===== src/rtl/reg_file_sb_if.sv =====
// Bus between decode/issue, writeback and the register file.
// The master side (issue + writeback) drives addresses, data and reservations.
// The slave side (register file) returns read data and hazard status.
interface reg_file_sb_if #(
  parameter int DATA_W = 16,
  parameter int ADDR_W = 4,
  parameter int IMM_W  = 4
);
  logic              wr_en;
  logic [ADDR_W-1:0] wr_addr;
  logic [DATA_W-1:0] wr_data;
  logic [ADDR_W-1:0] rd_addr1;
  logic [ADDR_W-1:0] rd_addr2;
  logic              imm_sel;
  logic [IMM_W-1:0]  imm_val;
  logic              imm_sext;
  logic              rsv_en;
  logic [ADDR_W-1:0] rsv_addr;
  logic [DATA_W-1:0] rd_data1;
  logic [DATA_W-1:0] rd_data2;
  logic              busy1;
  logic              busy2;
  logic              hazard;
  logic [ADDR_W:0]   pend_cnt;

  modport master (
    output wr_en, wr_addr, wr_data, rd_addr1, rd_addr2,
           imm_sel, imm_val, imm_sext, rsv_en, rsv_addr,
    input  rd_data1, rd_data2, busy1, busy2, hazard, pend_cnt
  );

  modport slave (
    input  wr_en, wr_addr, wr_data, rd_addr1, rd_addr2,
           imm_sel, imm_val, imm_sext, rsv_en, rsv_addr,
    output rd_data1, rd_data2, busy1, busy2, hazard, pend_cnt
  );
endinterface


===== src/rtl/reg_file_sb.sv =====
// Register file with two combinational read ports, one write port,
// write-to-read bypass, immediate substitution on port 2 and a
// per-register pending-write scoreboard for RAW/WAW hazard detection.
module reg_file_sb #(
  parameter int DATA_W   = 16,
  parameter int ADDR_W   = 4,
  parameter int IMM_W    = 4,
  parameter int ZERO_REG = 0
) (
  input logic          clk,
  input logic          rst_n,
  reg_file_sb_if.slave bus
);
  localparam int DEPTH = 1 << ADDR_W;
  localparam bit ZR    = (ZERO_REG != 0);

  logic [DATA_W-1:0] regs [DEPTH];
  logic [DEPTH-1:0]  pend;
  logic [DEPTH-1:0]  pend_nxt;
  logic [ADDR_W:0]   cnt;
  logic [ADDR_W:0]   cnt_nxt;
  logic              wr_ok;
  logic              set_ok;
  logic              eff_set;
  logic              eff_clr;
  logic [DATA_W-1:0] imm_ext;
  logic [DATA_W-1:0] rd1;
  logic [DATA_W-1:0] rd2;
  logic              busy1;
  logic              busy2;
  logic              waw;

  // Register 0 is hard-wired to zero when ZERO_REG is set, so it takes no writes or reservations.
  assign wr_ok  = bus.wr_en  && !(ZR && bus.wr_addr  == '0);
  assign set_ok = bus.rsv_en && !(ZR && bus.rsv_addr == '0);

  // A set on an already pending bit changes nothing; a clear only counts if the
  // bit was pending and is not being re-reserved by the same-cycle set.
  assign eff_set = set_ok && !pend[bus.rsv_addr];
  assign eff_clr = bus.wr_en && pend[bus.wr_addr] &&
                   !(set_ok && bus.rsv_addr == bus.wr_addr);

  // Immediate extension; a full-width immediate passes straight through.
  generate
    if (IMM_W >= DATA_W) begin : g_imm_full
      assign imm_ext = DATA_W'(bus.imm_val);
    end else begin : g_imm_ext
      assign imm_ext = {{(DATA_W-IMM_W){bus.imm_sext & bus.imm_val[IMM_W-1]}}, bus.imm_val};
    end
  endgenerate

  // Next scoreboard state: clear on writeback first so a same-address reservation wins.
  always_comb begin
    pend_nxt = pend;
    if (bus.wr_en) pend_nxt[bus.wr_addr] = 1'b0;
    if (set_ok)    pend_nxt[bus.rsv_addr] = 1'b1;
    case ({eff_set, eff_clr})
      2'b10:   cnt_nxt = cnt + (ADDR_W+1)'(1);
      2'b01:   cnt_nxt = cnt - (ADDR_W+1)'(1);
      default: cnt_nxt = cnt;
    endcase
  end

  // Register storage, cleared asynchronously.
  always_ff @(posedge clk or negedge rst_n) begin
    if (!rst_n) begin
      for (int i = 0; i < DEPTH; i++) regs[i] <= '0;
    end else if (wr_ok) begin
      regs[bus.wr_addr] <= bus.wr_data;
    end
  end

  // Scoreboard bits and their population count; reset drops all reservations.
  always_ff @(posedge clk or negedge rst_n) begin
    if (!rst_n) begin
      pend <= '0;
      cnt  <= '0;
    end else begin
      pend <= pend_nxt;
      cnt  <= cnt_nxt;
    end
  end

  // Read ports with bypass from the writeback bus and operand-availability flags.
  always_comb begin
    rd1   = regs[bus.rd_addr1];
    rd2   = regs[bus.rd_addr2];
    busy1 = pend[bus.rd_addr1] && !(bus.wr_en && bus.wr_addr == bus.rd_addr1);
    busy2 = pend[bus.rd_addr2] && !(bus.wr_en && bus.wr_addr == bus.rd_addr2);
    if (bus.wr_en && bus.wr_addr == bus.rd_addr1) rd1 = bus.wr_data;
    if (bus.wr_en && bus.wr_addr == bus.rd_addr2) rd2 = bus.wr_data;
    if (ZR && bus.rd_addr1 == '0) begin
      rd1   = '0;
      busy1 = 1'b0;
    end
    if (ZR && bus.rd_addr2 == '0) begin
      rd2   = '0;
      busy2 = 1'b0;
    end
    if (bus.imm_sel) begin
      rd2   = imm_ext;
      busy2 = 1'b0;
    end
    waw = bus.rsv_en && pend[bus.rsv_addr] &&
          !(bus.wr_en && bus.wr_addr == bus.rsv_addr);
  end

  assign bus.rd_data1 = rd1;
  assign bus.rd_data2 = rd2;
  assign bus.busy1    = busy1;
  assign bus.busy2    = busy2;
  assign bus.hazard   = busy1 | busy2 | waw;
  assign bus.pend_cnt = cnt;
endmodule

===== src/flat_wrapper.sv =====
// flat-port wrapper written by rule: the top's interface ports become plain ports
module reg_file_sb_flat 
#(
  parameter int DATA_W   = 16,
  parameter int ADDR_W   = 4,
  parameter int IMM_W    = 4,
  parameter int ZERO_REG = 0
)
  (clk, rst_n, bus_wr_en, bus_wr_addr, bus_wr_data, bus_rd_addr1, bus_rd_addr2, bus_imm_sel, bus_imm_val, bus_imm_sext, bus_rsv_en, bus_rsv_addr, bus_rd_data1, bus_rd_data2, bus_busy1, bus_busy2, bus_hazard, bus_pend_cnt);
  reg_file_sb_if #(.DATA_W(DATA_W), .ADDR_W(ADDR_W), .IMM_W(IMM_W)) bus_i ();
  input logic clk;
  input logic rst_n;
  input wire logic [$bits(bus_i.wr_en)-1:0] bus_wr_en;
  input wire logic [$bits(bus_i.wr_addr)-1:0] bus_wr_addr;
  input wire logic [$bits(bus_i.wr_data)-1:0] bus_wr_data;
  input wire logic [$bits(bus_i.rd_addr1)-1:0] bus_rd_addr1;
  input wire logic [$bits(bus_i.rd_addr2)-1:0] bus_rd_addr2;
  input wire logic [$bits(bus_i.imm_sel)-1:0] bus_imm_sel;
  input wire logic [$bits(bus_i.imm_val)-1:0] bus_imm_val;
  input wire logic [$bits(bus_i.imm_sext)-1:0] bus_imm_sext;
  input wire logic [$bits(bus_i.rsv_en)-1:0] bus_rsv_en;
  input wire logic [$bits(bus_i.rsv_addr)-1:0] bus_rsv_addr;
  output wire logic [$bits(bus_i.rd_data1)-1:0] bus_rd_data1;
  output wire logic [$bits(bus_i.rd_data2)-1:0] bus_rd_data2;
  output wire logic [$bits(bus_i.busy1)-1:0] bus_busy1;
  output wire logic [$bits(bus_i.busy2)-1:0] bus_busy2;
  output wire logic [$bits(bus_i.hazard)-1:0] bus_hazard;
  output wire logic [$bits(bus_i.pend_cnt)-1:0] bus_pend_cnt;
  assign bus_i.wr_en = bus_wr_en;
  assign bus_i.wr_addr = bus_wr_addr;
  assign bus_i.wr_data = bus_wr_data;
  assign bus_i.rd_addr1 = bus_rd_addr1;
  assign bus_i.rd_addr2 = bus_rd_addr2;
  assign bus_i.imm_sel = bus_imm_sel;
  assign bus_i.imm_val = bus_imm_val;
  assign bus_i.imm_sext = bus_imm_sext;
  assign bus_i.rsv_en = bus_rsv_en;
  assign bus_i.rsv_addr = bus_rsv_addr;
  assign bus_rd_data1 = bus_i.rd_data1;
  assign bus_rd_data2 = bus_i.rd_data2;
  assign bus_busy1 = bus_i.busy1;
  assign bus_busy2 = bus_i.busy2;
  assign bus_hazard = bus_i.hazard;
  assign bus_pend_cnt = bus_i.pend_cnt;
  reg_file_sb #(.DATA_W(DATA_W), .ADDR_W(ADDR_W), .IMM_W(IMM_W), .ZERO_REG(ZERO_REG)) u_core (.clk(clk), .rst_n(rst_n), .bus(bus_i));
endmodule

===== config.mk =====
export PLATFORM = sky130hd
export DESIGN_NAME = reg_file_sb_flat
export DESIGN_NICKNAME = d
export VERILOG_FILES = /design/src/rtl/reg_file_sb_if.sv /design/src/rtl/reg_file_sb.sv /design/src/flat_wrapper.sv
export SDC_FILE = /design/constraint.sdc
export NUM_CORES = 1
export LEC_CHECK = 0
export CELL_PAD_IN_SITES_DETAIL_PLACEMENT = 1
export CELL_PAD_IN_SITES_GLOBAL_PLACEMENT = 1
export CORE_UTILIZATION = 55
export DETAILED_ROUTE_END_ITERATION = 7
export PLACE_DENSITY_LB_ADDON = 0.1
export SYNTH_ARGS = -nofsm -noshare
export SYNTH_HDL_FRONTEND = slang
export SYNTH_SLANG_ARGS = --single-unit

===== constraint.sdc =====
create_clock -name clk -period 9.25 [get_ports clk]
set_clock_uncertainty 0.2 [all_clocks]
set_input_delay 0.925 -clock clk [delete_from_list [all_inputs] [get_ports clk]]
set_output_delay 0.925 -clock clk [all_outputs]
set_load 0.05 [all_outputs]

==> parameters.txt, run 1 <==
Parameter                              Value

Power and ir drop
  Worst-case vdd ir drop ... 0.000145 V
  Ratio of total power to cell area ... between 200 and 250 mW/mm^2
  Total chip power ... about 4.3 mW
  Leakage Power ... 7.12 nW

Route
  DRC Markers ... 0
  Number of detailed-routing iterations run before antenna repair ... 5
  Vias after detailed routing ... 10400
  Average vias per placed instance ... roughly 6.9
  Remaining antenna violation count ... 0
  Post-DR wirelength/cell ... 31.3 um
  Wire length reported by the detailed router ... 47.1 mm
  Detailed Route Iter0 Violations ... between 900 and 1000

Global route
  Initial antenna violation count ... 1
  Largest net degree at the start of global routing ... approximately 160
  GRT Residual Overflow ... 0
  Vias in the first global route ... 11500
  Global-route wire length before repair ... approximately 73 mm
  Gr usage total ... 34.8%

Clocking
  Clk slew on worst S/H paths ... 0.06 ns
  TritonCTS Buffers ... 30
  Sinks on Clock Net ... ~280
  Number of buffers inserted by post-CTS setup repair ... 0
  Post-cts repair resize count ... 0
  H-Tree Level Count ... 1
  Max Root-Sink Buffers ... 3
  Source-to-sink clock delay at the later pin of the worst-skew pair ... 0.55 ns
  Root buffer selected by CTS ... sky130_fd_sc_hd__clkbuf_16
  TritonCTS clock tree ... done
  Total of hold buffers inserted after clock tree synthesis ... 0

Worst setup path
  Arrival time of the worst setup path ... 4.53 ns
  Critical Path RT ... between 8 and 9 ns
  Flop2flop setup slack ... ~6 ns
  Dominant cell type by count on the critical path ... sky130_fd_sc_hd__buf_4
  Critical register-to-register path endpoint ... u_core.bus.pend_cnt[4]
  Critical path fanouts, max ... 30
  Reg-to-Reg Start ... u_core.pend[3]
  FF-to-FF path depth ... 10
  Library cell contributing the largest single delay on the critical path ... sky130_fd_sc_hd__nor4_4
  Slowest stage delay, CP ... 0.84 ns
  Startpoint-to-endpoint class of the critical path ... in2out
  Kind of end point of the critical path ... output pin
  Critical path cell sequence ... buf_4 -> buf_4 -> xor2_1 -> nor4_4 -> buf_4 -> mux2_2 -> clkdlybuf4s50_1
  Crit path launch type ... primary input

Timing
  Sum of negative setup slack ... 0 ns
  Final period utilization ... 61.1%
  Setup repair after global routing missed its margin ... no
  Final Hold Viols ... 0
  Final hold slack ... 0.218 ns
  Slew at the pin with the worst max-slew slack ... 1.14 ns
  Final Max Slew Viols ... 0
  Post-route setup slack ... 3.60 ns
  Final setup violation count ... 0
  Normalized max-slew margin ... between 20% and 30%
  Fmax ... 177 MHz
  Period minus WS final ... 5.65 ns

Outcome
  Result of the run ... complete, no violations

Cells and area
  Diode count ... 0
  Post-layout utilization of the core ... 64.1%
  Share of cells above drive strength 1 ... 38.6%
  Filler cell count ... approximately 2500
  Layout overhead on the synthesized area ... 13.6%
  Post-Layout Cell Count ... around 1500
  Number of nets in the layout ... 1155
  Final non-filler cell area ... 0.0174 sq mm

Place
  IO buf count ... 81
  Final Wtd Congestion ... 0.848
  Cell count after placement ... approximately 1400
  Placement-stage cell area ... 0.0164 sq mm
  Pre-CTS setup slack ... 3.65 ns
  HPWL after detailed placement ... between 20 and 30 mm

Die
  Total die area ... around 0.029 sq mm
  Die boundary width ... between 150 and 200 um
  Starting utilization of the core area ... 56.5%
  Top-Level Pins ... 82
  Number of rows created at floorplan ... 60
  Core footprint ... 0.0272 sq mm
  Die outline height ... 169 um

Logic synthesis
  Fraction of registers with async set/reset ... 100%
  Number of enable-type register cells in the synthesized netlist ... 0
  Number of distinct standard cells referenced by the synthesized netlist ... between 40 and 50
  Mapped Nets ... around 1100
  Register bit count reported by yosys ... 277
  Syn Std Cell Area ... roughly 0.015 sq mm
  Main synth FF type ... sky130_fd_sc_hd__dfrtp_1
  Post-synthesis sequential area ratio ... 45.2%
  Number of instances in the synthesized netlist ... 1072
  Post-Synthesis Mean Instance Area ... 14.3 sq um
  Number of warnings printed during yosys synthesis ... 0

Job
  # Max-Cap Violations ... 0

Hold path
  Min-Delay Path Class ... in2async
placed cells by master, fill, tap and decap left out, types with 3 or more instances in the layout:
cell                              count
sky130_fd_sc_hd__dfrtp_1            277
sky130_fd_sc_hd__mux4_2             179
sky130_fd_sc_hd__mux2_2             169
sky130_fd_sc_hd__nand2_1             88
sky130_fd_sc_hd__o21ai_0             83
sky130_fd_sc_hd__clkdlybuf4s50_1     74
sky130_fd_sc_hd__mux2_1              31
sky130_fd_sc_hd__clkbuf_16           31
sky130_fd_sc_hd__inv_1               26
sky130_fd_sc_hd__buf_4               26
sky130_fd_sc_hd__o221ai_1            12
sky130_fd_sc_hd__nor2_1              11
sky130_fd_sc_hd__xor2_1              10
sky130_fd_sc_hd__o21ai_1             10
sky130_fd_sc_hd__nor2_2               9
sky130_fd_sc_hd__clkbuf_1             8
sky130_fd_sc_hd__nand2b_1             7
sky130_fd_sc_hd__clkbuf_8             7
sky130_fd_sc_hd__nand3_1              6
sky130_fd_sc_hd__xnor2_1              6
sky130_fd_sc_hd__clkinv_1             5
sky130_fd_sc_hd__bufinv_16            5
sky130_fd_sc_hd__nand3b_1             4
sky130_fd_sc_hd__o22ai_1              4
sky130_fd_sc_hd__ha_1                 4
sky130_fd_sc_hd__nor2b_1              3
sky130_fd_sc_hd__and3_1               3
flip-flops by register name (all words and copies together), names as in the netlist:
name                 count
u_core.pend             16
u_core.bus.pend_cnt      5
u_core.regs            256
where the power goes:
part / leakage (nW) / internal (mW) / switching (mW)
clock network: 0.525 / 0.808 / 0.509
logic: 3.18 / 0.636 / 0.562
registers: 3.42 / 1.49 / 0.248
total: 7.12 / 2.94 / 1.32
Yosys cell counts, types with 2 or more instances:
cell	n	share of area (%)
sky130_fd_sc_hd__nand3b_1	4	0.20
sky130_fd_sc_hd__nand2_1	88	2.2
sky130_fd_sc_hd__nor3b_1	2	0.098
sky130_fd_sc_hd__clkinv_1	5	0.12
sky130_fd_sc_hd__mux2_1	31	2.3
sky130_fd_sc_hd__o21ai_0	83	2.7
sky130_fd_sc_hd__a32o_1	2	0.13
sky130_fd_sc_hd__o21ai_1	11	0.36
sky130_fd_sc_hd__mux4_2	179	26
sky130_fd_sc_hd__buf_6	8	0.59
sky130_fd_sc_hd__or3_1	2	0.081
sky130_fd_sc_hd__clkbuf_1	49	1.2
sky130_fd_sc_hd__a21oi_1	2	0.065
sky130_fd_sc_hd__buf_1	12	0.29
sky130_fd_sc_hd__nor2b_1	3	0.12
sky130_fd_sc_hd__a211oi_1	2	0.098
sky130_fd_sc_hd__dfrtp_1	277	45
sky130_fd_sc_hd__ha_1	4	0.33
sky130_fd_sc_hd__nor2_1	20	0.49
sky130_fd_sc_hd__nand2b_1	7	0.29
sky130_fd_sc_hd__mux2_2	169	12
sky130_fd_sc_hd__buf_2	30	0.98
sky130_fd_sc_hd__and3_1	3	0.12
sky130_fd_sc_hd__xnor2_1	6	0.34
sky130_fd_sc_hd__mux2i_1	2	0.13
sky130_fd_sc_hd__o31ai_1	2	0.098
sky130_fd_sc_hd__nand3_1	6	0.20
sky130_fd_sc_hd__o22ai_1	4	0.16
sky130_fd_sc_hd__o221ai_1	12	0.68
sky130_fd_sc_hd__inv_1	26	0.64
sky130_fd_sc_hd__xor2_1	10	0.57
sky130_fd_sc_hd__a22o_1	2	0.11
worst max path at each step:
stage | from | endpoint | slack, ns | cells after the start
global placement | bus_rd_addr2[0] | bus_rd_data2[15] | 3.66 | 7
CTS | bus_rd_addr1[0] | bus_rd_data1[8] | 3.65 | 7
finish | bus_rd_addr1[0] | bus_rd_data1[8] | 3.60 | 7
floorplan | bus_rd_addr2[0] | bus_hazard | 4.57 | 6
global route | bus_rd_addr1[0] | bus_rd_data1[7] | 3.45 | 7
detailed placement | bus_rd_addr1[0] | bus_rd_data1[13] | 3.65 | 7
routing by layer:
metal / wire, um / GRT usage, % / up-vias
met3: 2740 / 5.24 / 132
met2: 23700 / 58.5 / 411
met5: 13 / 0 / -
met1: 18700 / 46.2 / 5682
li1: - / - / 4160
met4: 1960 / 13.6 / 2
worst max-delay path, delay by kind of cell:
| kind | cells | cell delay (ns) |
|---|---|---|
| XOR/XNOR | 1 | 0.18 |
| buffers and inverters | 4 | 2.18 |
| multiplexers | 1 | 0.37 |
| AND/OR/NAND/NOR | 1 | 0.84 |
cell families (layout without fill, tap and decap cells):
kind of cell / after synthesis / in the layout / synth area share (%)
flip-flops: 277 / 277 / 45.2
AND/OR/NAND/NOR: 139 / 139 / 3.99
AO/OA/AOI/OAI: 122 / 122 / 4.53
adder cells (fa/ha/maj): 5 / 5 / 0.456
buffers and inverters: 132 / 191 / 3.89
XOR/XNOR: 16 / 16 / 0.913
multiplexers: 381 / 381 / 41.1
layout make-up:
class	count	area, sq um	area share (%)
timing repair buffer	104	981	5.63
inverter	32	120	0.689
sequential	277	6930	39.8
clock buffer	46	902	5.17
clock inverter	9	176	1.01
tap	372	465	2.67
multi-input combinational	663	7860	45.1
Note: power is estimated with default switching activity, not from simulation.
==> run 2: changes to the inputs <==
--- a/config.mk
+++ b/config.mk
@@ -7,7 +7,7 @@
 export LEC_CHECK = 0
 export CELL_PAD_IN_SITES_DETAIL_PLACEMENT = 1
 export CELL_PAD_IN_SITES_GLOBAL_PLACEMENT = 1
-export CORE_UTILIZATION = 55
+export CORE_UTILIZATION = 46
 export DETAILED_ROUTE_END_ITERATION = 7
 export PLACE_DENSITY_LB_ADDON = 0.1
 export SYNTH_ARGS = -nofsm -noshare
==> constraint.sdc (replaced) <==
create_clock -name clk -period 4.77 [get_ports clk]
set_clock_uncertainty 0.2 [all_clocks]
set_input_delay 0.477 -clock clk [delete_from_list [all_inputs] [get_ports clk]]
set_output_delay 0.477 -clock clk [all_outputs]
set_load 0.05 [all_outputs]
==> run 2 against run 1 <==
Net effect:
- hold slack improved by 0.075 ns
- register-to-register slack got worse by 4.4 ns
- setup slack got worse by 2.8 ns
- power increased by 95%
- clock power increased by 98%
- die area increased by 19%
- via count decreased by 2.5%
- largest power group unchanged
- highest routed layer is now met4
==> parameters.txt, run 2 (synthesis gave the netlist of run 1 again) <==
Parameter                              Value

Outcome
  Result of the run ... complete, no violations

Cells and area
  Share of cells above drive strength 1 ... 41.5%
  Largest register by flop count ... u_core.regs
  Commonest non-fill, non-tap cell in the layout ... sky130_fd_sc_hd__dfrtp_1
  Post-Layout Cell Count ... 1596
  Top library cells by usage in the layout, fill and taps aside ... sky130_fd_sc_hd__dfrtp_1, sky130_fd_sc_hd__mux4_2, sky130_fd_sc_hd__mux2_2, sky130_fd_sc_hd__nand2_1, sky130_fd_sc_hd__o21ai_0
  Diode count ... 0
  Filler cell count ... 3149
  Layout overhead on the synthesized area ... 16.8%
  Number of nets in the layout ... between 1000 and 1500
  Post-layout utilization of the core ... 54.8%
  Flip-flop count of the largest register after layout ... 256

Power and ir drop
  Sw Pwr ... 2.57 mW
  Total chip power ... 8.31 mW
  Proportion of total power due to net switching ... between 30% and 40%
  Internal power ... 5.74 mW
  Leakage Power ... roughly 7.4 nW
  Portion of total power attributed to the clock network ... 31.4%
  Combinational Power Share ... 28.4%
  Worst-case vdd ir drop ... 0.000281 V
  Ratio of total power to cell area ... 463 mW/mm^2
  Power share of the sequential group ... 40.2%

Route
  Remaining antenna violation count ... 0
  Detailed Route Iter0 Violations ... 946
  Wire length reported by the detailed router ... 46.2 mm
  Post-DR wirelength/cell ... between 20 and 30 um
  DRC Markers ... 0
  Vias after detailed routing ... 10100
  Number of detailed-routing iterations run before antenna repair ... 5
  Average vias per placed instance ... 6.35

Place
  IO buf count ... 81
  Cell count after placement ... 1534
  Final Wtd Congestion ... 0.823
  HPWL after detailed placement ... approximately 28 mm

Global route
  Gr usage total ... 28.7%
  Global route hottest layer ... met2
  Vias in the first global route ... 11000
  GRT Residual Overflow ... 0
  Global-route wire length before repair ... 71.2 mm
  Largest net degree at the start of global routing ... between 90 and 100
  Initial antenna violation count ... 0
  GRT met2 Usage ... between 40% and 50%
  M1 GR Usage ... 38.6%
  M3 GR Usage ... between 4 and 5%

Clocking
  H-Tree Level Count ... 2
  Number of buffers inserted by post-CTS setup repair ... 0
  TritonCTS clock tree ... done
  Max Root-Sink Buffers ... 3
  Source-to-sink clock delay at the later pin of the worst-skew pair ... 0.51 ns
  Sinks on Clock Net ... approximately 280
  TritonCTS Buffers ... 34
  Root buffer selected by CTS ... sky130_fd_sc_hd__clkbuf_16
  Clk slew on worst S/H paths ... 0.06 ns

Worst setup path
  Critical path fanouts, max ... 16
  Kind of end point of the critical path ... output pin
  Flop2flop setup slack ... 1.46 ns
  Critical register-to-register path endpoint ... u_core.bus.pend_cnt[4]
  Crit path launch type ... primary input
  Arrival time of the worst setup path ... 3.27 ns
  Reg-to-Reg Start ... u_core.pend[15]
  FF-to-FF path depth ... 10
  Critical Path RT ... between 4 and 5 ns
  Startpoint-to-endpoint class of the critical path ... in2out

Timing
  Final setup violation count ... 0
  Normalized max-slew margin ... 18.2%
  Sum of negative setup slack ... 0 ns
  Slew at the pin with the worst max-slew slack ... approximately 1.2 ns
  Final Max Slew Viols ... 0
  Period minus WS final ... approximately 4 ns
  Final period utilization ... 82.9%
  Final hold slack ... 0.293 ns
  Setup repair after global routing missed its margin ... no
  Fmax ... 253 MHz
  Final Hold Viols ... 0

Hold path
  Worst Hold Endpoint ... u_core.bus.pend_cnt[4]
  Min-Delay Path Class ... reg2reg
  Cell depth of the worst hold path ... 1
  Launch instance of the worst min-delay path ... u_core.bus.pend_cnt[4]

Die
  Starting utilization of the core area ... 46.9%
  Die boundary width ... 185 um
  Total die area ... between 0.03 and 0.04 sq mm
  Core footprint ... between 0.03 and 0.04 sq mm
  Top-Level Pins ... ~80
  Die outline height ... 185 um
  Number of rows created at floorplan ... 66

Job
  # Max-Cap Violations ... 0
[run 2: what timing repair did]
item,in CTS,in global routing
resized for setup,0,0
hold buffers,1,0
endpoints found under the hold margin,93,0
[run 2: final cells by class]
type / instances / area, sq um / area share [%]
multi-input cells: 663 / 7850 / 43.8
flip-flops and latches: 277 / 6930 / 38.7
repair buffers: 121 / 1350 / 7.55
clock buffers: 48 / 983 / 5.49
well taps: 442 / 553 / 3.08
clock inverters: 13 / 136 / 0.761
inverters: 32 / 120 / 0.670
[run 2: worst max-delay path by stage]
| stage | startpoint | depth (start not counted) | slack (ns) | end |
|---|---|---|---|---|
| 2_1_floorplan | bus_rd_addr2[0] | 6 | 0.99 | bus_hazard |
| 3_3_place_gp | bus_rsv_addr[0] | 11 | 0.68 | u_core.bus.pend_cnt[4] |
| 3_5_place_dp | bus_rsv_addr[0] | 11 | 0.62 | u_core.bus.pend_cnt[4] |
| 4_1_cts | bus_wr_addr[0] | 7 | 0.87 | bus_rd_data2[7] |
| 5_1_grt | bus_wr_addr[0] | 7 | 0.75 | bus_rd_data2[7] |
| 6_report | bus_wr_addr[0] | 7 | 0.82 | bus_rd_data2[8] |
[run 2: power groups by stage]
stage               Combinational, mW  Sequential (mW)  Clock [mW]
global placement                 2.31             3.31           0
finish                           2.36             3.34        2.61
floorplan                        1.67             3.27           0
global route                     2.53             3.41        2.74
CTS                              2.38             3.33        2.64
detailed placement               2.36             3.36           0
[run 2: per-layer routing]
layer | up-vias | wire length (um)
li1 | 4205 | -
met1 | 5543 | 19400
met2 | 290 | 23100
met3 | 91 | 2250
met4 | 0 | 1370
met5 | - | 0
[run 2: metrics by stage]
step / setup slack (ns) / instance area, sq um
3_5_place_dp: 0.619 / 16800
2_1_floorplan: 0.989 / 15400
5_1_grt: 0.751 / 17900
6_report: 0.818 / 17900
4_1_cts: 0.867 / 17900
3_3_place_gp: 0.683 / 16800
[run 2: worst max-delay path: stages]
cell	delay (ns)
sky130_fd_sc_hd__clkdlybuf4s50_1	0.66
sky130_fd_sc_hd__buf_4	0.23
sky130_fd_sc_hd__xnor2_1	0.12
sky130_fd_sc_hd__nand3_1	0.13
sky130_fd_sc_hd__or3_1	0.87
sky130_fd_sc_hd__o221ai_1	0.59
sky130_fd_sc_hd__buf_12	0.19
